===== src/rtl/fir_mac_engine_pkg.sv =====
// fir_pkg: shared widths, saturation limits, FSM state type and output scaling.
// FIR_ROUND_EN selects round-half-up instead of truncation in scale_sat().
package fir_pkg;

    localparam int NTAPS = 128;
    localparam int DW    = 18;
    localparam int AW    = 7;
    localparam int ACCW  = 2 * DW + AW + 1;
    localparam int FRAC  = 17;

    localparam logic [DW-1:0] SAT_MAX = 18'h1FFFF;
    localparam logic [DW-1:0] SAT_MIN = 18'h20000;

    localparam int SAT_HI = 2 ** (DW - 1) - 1;
    localparam int SAT_LO = -(2 ** (DW - 1));

    localparam logic signed [ACCW:0] LIM_HI = (ACCW + 1)'(SAT_HI);
    localparam logic signed [ACCW:0] LIM_LO = (ACCW + 1)'(SAT_LO);
    localparam logic signed [ACCW:0] RND    = (ACCW + 1)'(2 ** (FRAC - 1));

    typedef enum logic [2:0] {
        CLEAR,
        IDLE,
        MAC,
        DRAIN,
        OUT
    } state_t;

    // One extra bit of headroom so the rounding add can never wrap.
    function automatic logic [DW-1:0] scale_sat(input logic signed [ACCW-1:0] a);
        logic signed [ACCW:0] e;
        logic signed [ACCW:0] s;
        e = {a[ACCW-1], a};
`ifdef FIR_ROUND_EN
        e = e + RND;
`endif
        s = e >>> FRAC;
        if (s > LIM_HI) begin
            return SAT_MAX;
        end else if (s < LIM_LO) begin
            return SAT_MIN;
        end
        return s[DW-1:0];
    endfunction

endpackage


===== src/rtl/fir_mac_engine_if.sv =====
// fir_mac_engine_if: sample in, coefficient read port, result out, busy.
// master = source/RAM/sink side, slave = engine side.
interface fir_mac_engine_if;
    import fir_pkg::*;

    logic          din_valid;
    logic [DW-1:0] din;
    logic          din_ready;
    logic [AW-1:0] coef_addr;
    logic [DW-1:0] coef_data;
    logic          dout_valid;
    logic [DW-1:0] dout;
    logic          busy;

    modport master (
        output din_valid, din, coef_data,
        input  din_ready, coef_addr, dout_valid, dout, busy
    );

    modport slave (
        input  din_valid, din, coef_data,
        output din_ready, coef_addr, dout_valid, dout, busy
    );

endinterface


===== src/rtl/fir_sample_ring.sv =====
// fir_sample_ring: NTAPS x DW sample history, one write port and one
// registered read port (1-cycle latency); ports clock, we/waddr/wdata, raddr/rdata.
module fir_sample_ring
    import fir_pkg::*;
(
    input  logic          clock,
    input  logic          we,
    input  logic [AW-1:0] waddr,
    input  logic [DW-1:0] wdata,
    input  logic [AW-1:0] raddr,
    output logic [DW-1:0] rdata
);

    logic [DW-1:0] mem [NTAPS];

    always_ff @(posedge clock) begin
        if (we) begin
            mem[waddr] <= wdata;
        end
        rdata <= mem[raddr];
    end

endmodule


===== src/rtl/fir_mac_engine.sv =====
// fir_mac_engine: one FIR output per sample, sweeping NTAPS taps through the
// coefficient RAM read port; ports clock, reset, bus (slave). Macro: FIR_ROUND_EN.
module fir_mac_engine
    import fir_pkg::*;
(
    input  logic             clock,
    input  logic             reset,
    fir_mac_engine_if.slave  bus
);

    state_t                 state;
    logic [AW-1:0]          k;
    logic [AW-1:0]          wptr;
    logic [AW-1:0]          base;
    logic [AW-1:0]          coef_addr_q;
    logic signed [ACCW-1:0] acc;
    logic                   pv;
    logic                   din_ready_q;
    logic                   dout_valid_q;
    logic [DW-1:0]          dout_q;
    logic                   busy_q;

    logic                   take;
    logic                   ring_we;
    logic [AW-1:0]          ring_waddr;
    logic [DW-1:0]          ring_wdata;
    logic [AW-1:0]          ring_raddr;
    logic [DW-1:0]          ring_rdata;

    logic signed [DW-1:0]     cs;
    logic signed [DW-1:0]     hs;
    logic signed [2*DW-1:0]   prod;
    logic signed [ACCW-1:0]   prod_x;

    assign take = (state == IDLE) && bus.din_valid && din_ready_q;

    // Reset must win over a same-cycle handshake, so the write is gated too.
    assign ring_we    = !reset && ((state == CLEAR) || take);
    assign ring_waddr = (state == CLEAR) ? k : wptr;
    assign ring_wdata = (state == CLEAR) ? '0 : bus.din;
    assign ring_raddr = base - k;

    fir_sample_ring u_ring (
        .clock (clock),
        .we    (ring_we),
        .waddr (ring_waddr),
        .wdata (ring_wdata),
        .raddr (ring_raddr),
        .rdata (ring_rdata)
    );

    assign cs     = bus.coef_data;
    assign hs     = ring_rdata;
    assign prod   = (2 * DW)'(cs) * (2 * DW)'(hs);
    assign prod_x = $signed({{(ACCW - 2 * DW){prod[2*DW-1]}}, prod});

    always_ff @(posedge clock) begin
        if (reset) begin
            state        <= CLEAR;
            k            <= '0;
            wptr         <= '0;
            base         <= '0;
            coef_addr_q  <= '0;
            acc          <= '0;
            pv           <= 1'b0;
            din_ready_q  <= 1'b0;
            dout_valid_q <= 1'b0;
            dout_q       <= '0;
            busy_q       <= 1'b1;
        end else begin
            dout_valid_q <= 1'b0;
            // RAM and ring both return data one cycle after the address.
            pv <= (state == MAC);
            if (pv) begin
                acc <= acc + prod_x;
            end
            unique case (state)
                CLEAR: begin
                    k <= k + 1'b1;
                    if (k == AW'(NTAPS - 1)) begin
                        state       <= IDLE;
                        din_ready_q <= 1'b1;
                        busy_q      <= 1'b0;
                    end
                end
                IDLE: begin
                    if (take) begin
                        base        <= wptr;
                        wptr        <= wptr + 1'b1;
                        acc         <= '0;
                        k           <= '0;
                        coef_addr_q <= '0;
                        din_ready_q <= 1'b0;
                        busy_q      <= 1'b1;
                        state       <= MAC;
                    end
                end
                MAC: begin
                    k <= k + 1'b1;
                    if (k == AW'(NTAPS - 1)) begin
                        state <= DRAIN;
                    end else begin
                        coef_addr_q <= k + 1'b1;
                    end
                end
                DRAIN: begin
                    state <= OUT;
                end
                OUT: begin
                    dout_q       <= scale_sat(acc);
                    dout_valid_q <= 1'b1;
                    din_ready_q  <= 1'b1;
                    busy_q       <= 1'b0;
                    state        <= IDLE;
                end
                default: begin
                    state <= CLEAR;
                end
            endcase
        end
    end

    assign bus.din_ready  = din_ready_q;
    assign bus.coef_addr  = coef_addr_q;
    assign bus.dout_valid = dout_valid_q;
    assign bus.dout       = dout_q;
    assign bus.busy       = busy_q;

endmodule


===== src/flat_wrapper.sv =====
// flat-port wrapper written by rule: the top's interface ports become plain ports
module fir_mac_engine_flat import fir_pkg::*;
  (clock, reset, bus_din_valid, bus_din, bus_coef_data, bus_din_ready, bus_coef_addr, bus_dout_valid, bus_dout, bus_busy);
  fir_mac_engine_if bus_i ();
  input  logic clock;
  input  logic reset;
  input wire logic [$bits(bus_i.din_valid)-1:0] bus_din_valid;
  input wire logic [$bits(bus_i.din)-1:0] bus_din;
  input wire logic [$bits(bus_i.coef_data)-1:0] bus_coef_data;
  output wire logic [$bits(bus_i.din_ready)-1:0] bus_din_ready;
  output wire logic [$bits(bus_i.coef_addr)-1:0] bus_coef_addr;
  output wire logic [$bits(bus_i.dout_valid)-1:0] bus_dout_valid;
  output wire logic [$bits(bus_i.dout)-1:0] bus_dout;
  output wire logic [$bits(bus_i.busy)-1:0] bus_busy;
  assign bus_i.din_valid = bus_din_valid;
  assign bus_i.din = bus_din;
  assign bus_i.coef_data = bus_coef_data;
  assign bus_din_ready = bus_i.din_ready;
  assign bus_coef_addr = bus_i.coef_addr;
  assign bus_dout_valid = bus_i.dout_valid;
  assign bus_dout = bus_i.dout;
  assign bus_busy = bus_i.busy;
  fir_mac_engine u_core (.clock(clock), .reset(reset), .bus(bus_i));
endmodule

===== config.mk =====
export PLATFORM = sky130hd
export DESIGN_NAME = fir_mac_engine_flat
export DESIGN_NICKNAME = d
export VERILOG_FILES = /design/src/rtl/fir_mac_engine_pkg.sv /design/src/rtl/fir_mac_engine_if.sv /design/src/rtl/fir_sample_ring.sv /design/src/rtl/fir_mac_engine.sv /design/src/flat_wrapper.sv
export SDC_FILE = /design/constraint.sdc
export NUM_CORES = 2
export LEC_CHECK = 0
export BUFFER_PORTS_ARGS = -buffer_cell sky130_fd_sc_hd__buf_2
export CORE_ASPECT_RATIO = 1.4
export CORE_MARGIN = 2
export CORE_UTILIZATION = 60
export DETAILED_ROUTE_END_ITERATION = 10
export PLACE_DENSITY = 0.78
export SYNTH_ARGS = -nofsm -noshare
export SYNTH_HDL_FRONTEND = slang
export SYNTH_SLANG_ARGS = --single-unit
export TNS_END_PERCENT = 50

===== constraint.sdc =====
create_clock -name clock -period 26.2 [get_ports clock]
set_input_delay 6.55 -clock clock [delete_from_list [all_inputs] [get_ports clock]]
set_output_delay 6.55 -clock clock [all_outputs]
set_load 0.1 [all_outputs]

# Word-level counts from Yosys, hierarchy flattened
# Memories as Yosys holds them, arrays and structs flattened. A register that Yosys moved wholly into a read port is not among the register bits.
# Cells that the tools add are included.
[totals]
regBits = 97
latch_bits = 0
mem_bits_rw = 2304
rom_bits = 0
in_bits = 39
out_inout_bits = 28
wordCells = 72
n_memories = 1
[memory_table]
columns = ["memory", "depth", "width", "rd", "rd_ports_with_merged_regs", "write_ports", "line", "text"]
rows = [
  ["u_core.u_ring.mem", 128, 18, 1, 1, 1, "fir_sample_ring.sv:14", "logic [DW-1:0] mem [NTAPS];"],
]
[op_classes]
add_sub_neg = 4
mul = 1
n_div = 0
magnitude_cmp = 2
n_eq_ne = 9
n_shift = 0
n_mux = 29
bitwise_logic = 0
n_reduce_logical = 15
[op_table]
columns = ["operator", "count"]
rows = [
  ["$mux 44", 3],
  ["$mux 18", 4],
  ["$add 44x36->44", 1],
  ["$mul 18x18->36", 1],
  ["$pmux 7 s2", 2],
  ["$gt 27x18->1 const B", 1],
  ["$lt 27x18->1 const B", 1],
  ["$mux 7", 3],
  ["$pmux 3 s5", 1],
  ["$add 7x1->7 const B", 2],
  ["$mux 1", 11],
  ["$mux 3", 3],
  ["$reduce_and 3->1", 3],
  ["$eq 7x7->1 const B", 1],
  ["$sub 7x7->7", 1],
  ["$eq 3x2->1 const B", 2],
  ["$ne 2x2->1 const B", 3],
  ["$pmux 1 s3", 2],
  ["$reduce_and 2->1", 2],
  ["$reduce_bool 2->1", 2],
  ["$eq 3x1->1 const B", 1],
  ["$eq 3x3->1 const B", 1],
  ["$logic_and 1x1->1", 3],
  ["$logic_not 3->1", 1],
  ["5 further kinds", 5],
]

# Depth between registers and ports, before layout
[depth]
word_depth = 7
mapped_depth = 27
ltp_nobuf = 25

# Hierarchy
# A second synthesis with hierarchy kept.
[unflattened]
hier_cells = 5517
hier_area_um2 = 107076.4
[by_module_without_submodules]
columns = ["mod", "instances", "cells_each", "area_per_inst_um2", "seq_area_each_um2"]
rows = [
  ["fir_sample_ring", 1, 3449, 88247.1, 69546.7],
  ["fir_mac_engine", 1, 2068, 18829.3, 1941.9],
]

# Least setup slack after synthesis
# OpenSTA, ideal clock, no wires.
[synth_timing]
path_type = "in2reg"
from = "input port bus_coef_data[17]"
to = "register u_core.acc[36]"
setup_time_ns = 0.129
t_arrival_ns = 13.242
required_time_ns = 26.071
path_slack_ns = 12.829
cell_stages = 22
path_buffers = 3
path_cell_list = "clkbuf_1 -> clkbuf_1 -> nand2_1 -> fa_1 -> inv_1 -> fa_1 -> inv_1 -> fa_1 -> inv_1 -> fa_1 -> fa_1 -> fa_1 -> ha_1 -> ha_1 -> clkbuf_1 -> and3_1 -> nand2_1 -> o31a_1 -> o31a_2 -> o21ai_0 -> mux2i_1 -> o31ai_1"
[synth_via]
elab_chain_len = 5
[synth_lines]
columns = ["item", "line", "text"]
rows = [
  ["start: declaration", "flat_wrapper.sv:9", "input wire logic [$bits(bus_i.coef_data)-1:0] bus_coef_data;"],
  ["$mul 18x18->36 (*)", "fir_mac_engine.sv:54", "assign prod = (2 * DW)'(cs) * (2 * DW)'(hs);"],
  ["$add 44x36->44 (*)", "fir_mac_engine.sv:75", "acc <= acc + prod_x;"],
  ["$mux 44 (*)", "fir_mac_engine.sv:74", "if (pv) begin"],
  ["$mux 44", "fir_mac_engine.sv:87", "if (take) begin"],
  ["$mux 44 (*)", "fir_mac_engine.sv:77", "unique case (state)"],
  ["end signal: assignment", "fir_mac_engine.sv:75", ""],
  ["end: declaration", "fir_mac_engine.sv:16", "logic signed [ACCW-1:0] acc;"],
]
# Every way passes the cells marked *; elsewhere a longest branch is shown, timed or not.
# A chain may end at the register's enable or synchronous reset.

# Worst setup path in the final report
[layout_timing]
from = "input port bus_coef_data[17]"
to = "register u_core.acc[30]"
# Same word-level chain as after synthesis.

==> results by group <==
Clock network
  – Reg clk slew, reported paths: 0.07 ns
  – CTS Root Cell: clkbuf_16
  – Setup repair bufs after CTS: 0
  – H-tree depth: 4
  – TritonCTS buffer count: 206
  – Clock Sink Count: 2,419
  – TritonCTS clock tree: yes
  – CTS resizes: 0
  – Latest clock arrival within the worst-skew pair: 0.86 ns
  – Maximum clock insertion buffer count: 3
  – Hold buffer count at CTS: 0

Logic synthesis
  – Async set-reset flop share out of synthesis: 0%
  – EDFF count, synth: between 2,000 and 2,500
  – Synth Area in XOR/XNOR: less than 1%
  – Synth Warn #: 0
  – Largest family of logic cells by synthesized area: multiplexers
  – Most frequent cells after synthesis: 2,304 x edfxtp_1, 720 x mux4_2, 456 x inv_1
  – Post-synth cell types: 66
  – Syn Inst Count: 5,648
  – Mapped cell area: 107,400 sq um
  – Post-synthesis simple-gate area fraction: roughly 3.5%
  – Seq cells post-synth: 2,419
  – Sequential area share after synthesis: 66.58%
  – Post-synth top area share: between 60% and 70%
  – Post-synthesis mux area share: 16.15%
  – Top-count cell post-synth: edfxtp_1
  – Top FF cell, synth: edfxtp_1
  – Synth area leaders: edfxtp_1 64%, mux4_2 15%, fa_1 7.5%, dfxtp_1 2.1%, ha_1 1.6%
  – Syn_nets: 6,225
  – Synth Area in Adders: 9.073%
  – Post-synthesis compound-gate area fraction: 1.626%
  – Synth area leader: edfxtp_1
  – Mapped Avg Cell Area: 19.01 sq um

Min path
  – Worst hold path type: reg2reg
  – Worst hold path depth: 2

Setup path
  – Worst Path Arrival: 13.73 ns
  – CP Max Fanout: 20
  – Crit-path slowest cell: inv_1
  – Setup CP Type: in2reg
  – Req. time, crit path: 26.90 ns
  – Crit-path cells: buf_2, nand2_1, fa_1, inv_1, fa_1, inv_1, fa_1, inv_1, fa_1, fa_1, fa_1, ha_1, ha_1, and3_1, nand2_1, nor3_1, o21ai_0, o211ai_1, a21oi_1, xnor2_1, o22ai_1
  – Worst setup path start: bus_coef_data[17]
  – R2R cell count: 20
  – Worst Setup Start Kind: input port
  – Crit path capture: u_core.acc[30]
  – Worst reg2reg endpoint: u_core.acc[30]
  – Most used cell, CP: fa_1
  – Crit path max-delay family: adder cells
  – Reg2reg setup slack: 18.22 ns
  – Slowest Stage Delay on Critical Path: 0.74 ns
  – Levels on crit path: 21
  – R2r startpoint: u_core.u_ring.rdata[0]
  – CP bufs+invs: 4
  – Crit end category: flip-flop

GRT
  – Largest net degree at the start of global routing: 138
  – Total congestion overflow: 0
  – Global-route usage over all layers: between 20% and 30%
  – Vias in the first global route: 57,590
  – First-pass GRT wire length: ~390,000 um
  – Initial antenna violation count: 15

Timing
  – Clk_skew: 0.02952 ns
  – Clock period minus worst slack: 13.03 ns
  – Final hold violation count: 0
  – Tcrit/Tclk final: 49.75%
  – Slew Limit Headroom: 8.369%
  – RSZ-0062 raised after global routing: no
  – Final setup TNS: 0 ns
  – Worst slew pin tran: 1.374 ns
  – Slew Limit Fails: 0
  – Final Setup Violations: 0
  – Max Fclk: ~77 MHz
  – Hold WS: between 0.4 and 0.5 ns

Route
  – Routed wire per std cell: about 32 um
  – DR vias/cell: around 6.7
  – DRT Pass-1 Iters: 6
  – DRC errors left: 0
  – DRT Wirelength: 268,100 um
  – Routed vias: between 50,000 and 60,000
  – Routed Antenna Nets: 0
  – Number of DRC markers in iteration 0: 7,061

Placement
  – Post-DP HPWL: about 150,000 um
  – I/O Buffers: 66
  – GPL Wtd Cong: 0.9747
  – DP Cell Count: 7,944

Die
  – Core footprint: 177,700 sq um
  – Initial Util: between 60% and 70%
  – Die Area: 182,400 sq um
  – Die W: around 360 um
  – FP Rows: 183
  – Top Ports: 67
  – Die H: 504.5 um

Run status
  – Status: completed

Finish
  – Post-Layout Cell Count: 8,334
  – Final Util: 66.38%
  – Fillers: 11,070
  – Share of layout cells above drive strength 1: 22.91%
  – Nets: 6,417
  – Synth-to-layout area growth: 9.855%

Job
  – Max-Cap Viols: 0
==> layout make-up <==
type                       instances  area, sq um  area share, %
clock buffer                     234         5281          4.478
antenna                            6        15.01        0.01273
inverter                         457         1715          1.454
timing repair buffer             258         1834          1.555
multi-input combinational       2498        33220          28.17
sequential                      2419        71490          60.61
tap                             2312         2893          2.453
clock inverter                   150         1498          1.270
==> tightest hold or removal path, stage by stage, from the launching register on <==
cell,delay [ns]
dfxtp_1,0.32
nand2_1,0.05
a21oi_1,0.05
==> per-stage QoR <==
step           setup slack (ns)  instance area, sq um
2_1_floorplan             12.83                107400
3_3_place_gp              12.52                111200
3_5_place_dp              12.46                111200
4_1_cts                   13.34                117900
5_1_grt                   12.84                117900
6_report                  13.17                117900
==> cell families (layout without fill, tap and decap cells) <==
family          count (synthesis)  count (layout)
mux                           827             827
flops                        2419            2419
other cells                     0               6
fa+ha+maj                     538             538
xor+xnor                       52              52
compound gates                276             276
simple gates                  805             805
buf+inv                       731            1099
==> worst min-delay path by stage <==
| stage | start | endpoint |
|---|---|---|
| global route | u_core.base[5] | u_core.base[5] |
| finish | u_core.base[5] | u_core.base[5] |
| floorplan | u_core.base[0] | u_core.base[0] |
| CTS | u_core.base[0] | u_core.base[0] |
| global placement | u_core.base[0] | u_core.base[0] |
| detailed placement | u_core.base[5] | u_core.base[5] |
==> cell usage in the layout (no fill, tap or decap), drive strengths merged, types with 24 or more instances in the layout <==
cell and instances:
edfxtp 2304, mux4 720, inv 471, fa 401, nor2 263, buf 258
nand2 235, clkbuf 234, and2 192, ha 137, dfxtp 115, a21oi 102
clkinv 93, mux2i 68, o21ai 59, mux2 39, nor3 36, xnor2 36
o211ai 25, bufinv 24
==> layer usage <==
layer  part of all wire (%)  wire length, um  track usage [%]  up-vias
met4                    5.7            15170            15.13       18
met1                     34            91260            37.72    29220
met5                  0.037               98                0        -
met2                     52           138600            50.89     3410
li1                       -                -                -    22110
met3                    8.6            23030            4.692      693
==> state kept, by name (all words and copies together), names as in the netlist, 3 cells and up <==
register              count
u_core.u_ring.rdata      18
u_core.base               7
u_core.u_ring.mem      2304
u_core.state              3
u_core.bus.coef_addr      7
u_core.acc               44
u_core.k                  7
u_core.wptr               7
u_core.bus.dout          18
Power is left out: the tool's default activity adds up to more than one toggle a clock period on the data nets, which glitch-free logic cannot reach.
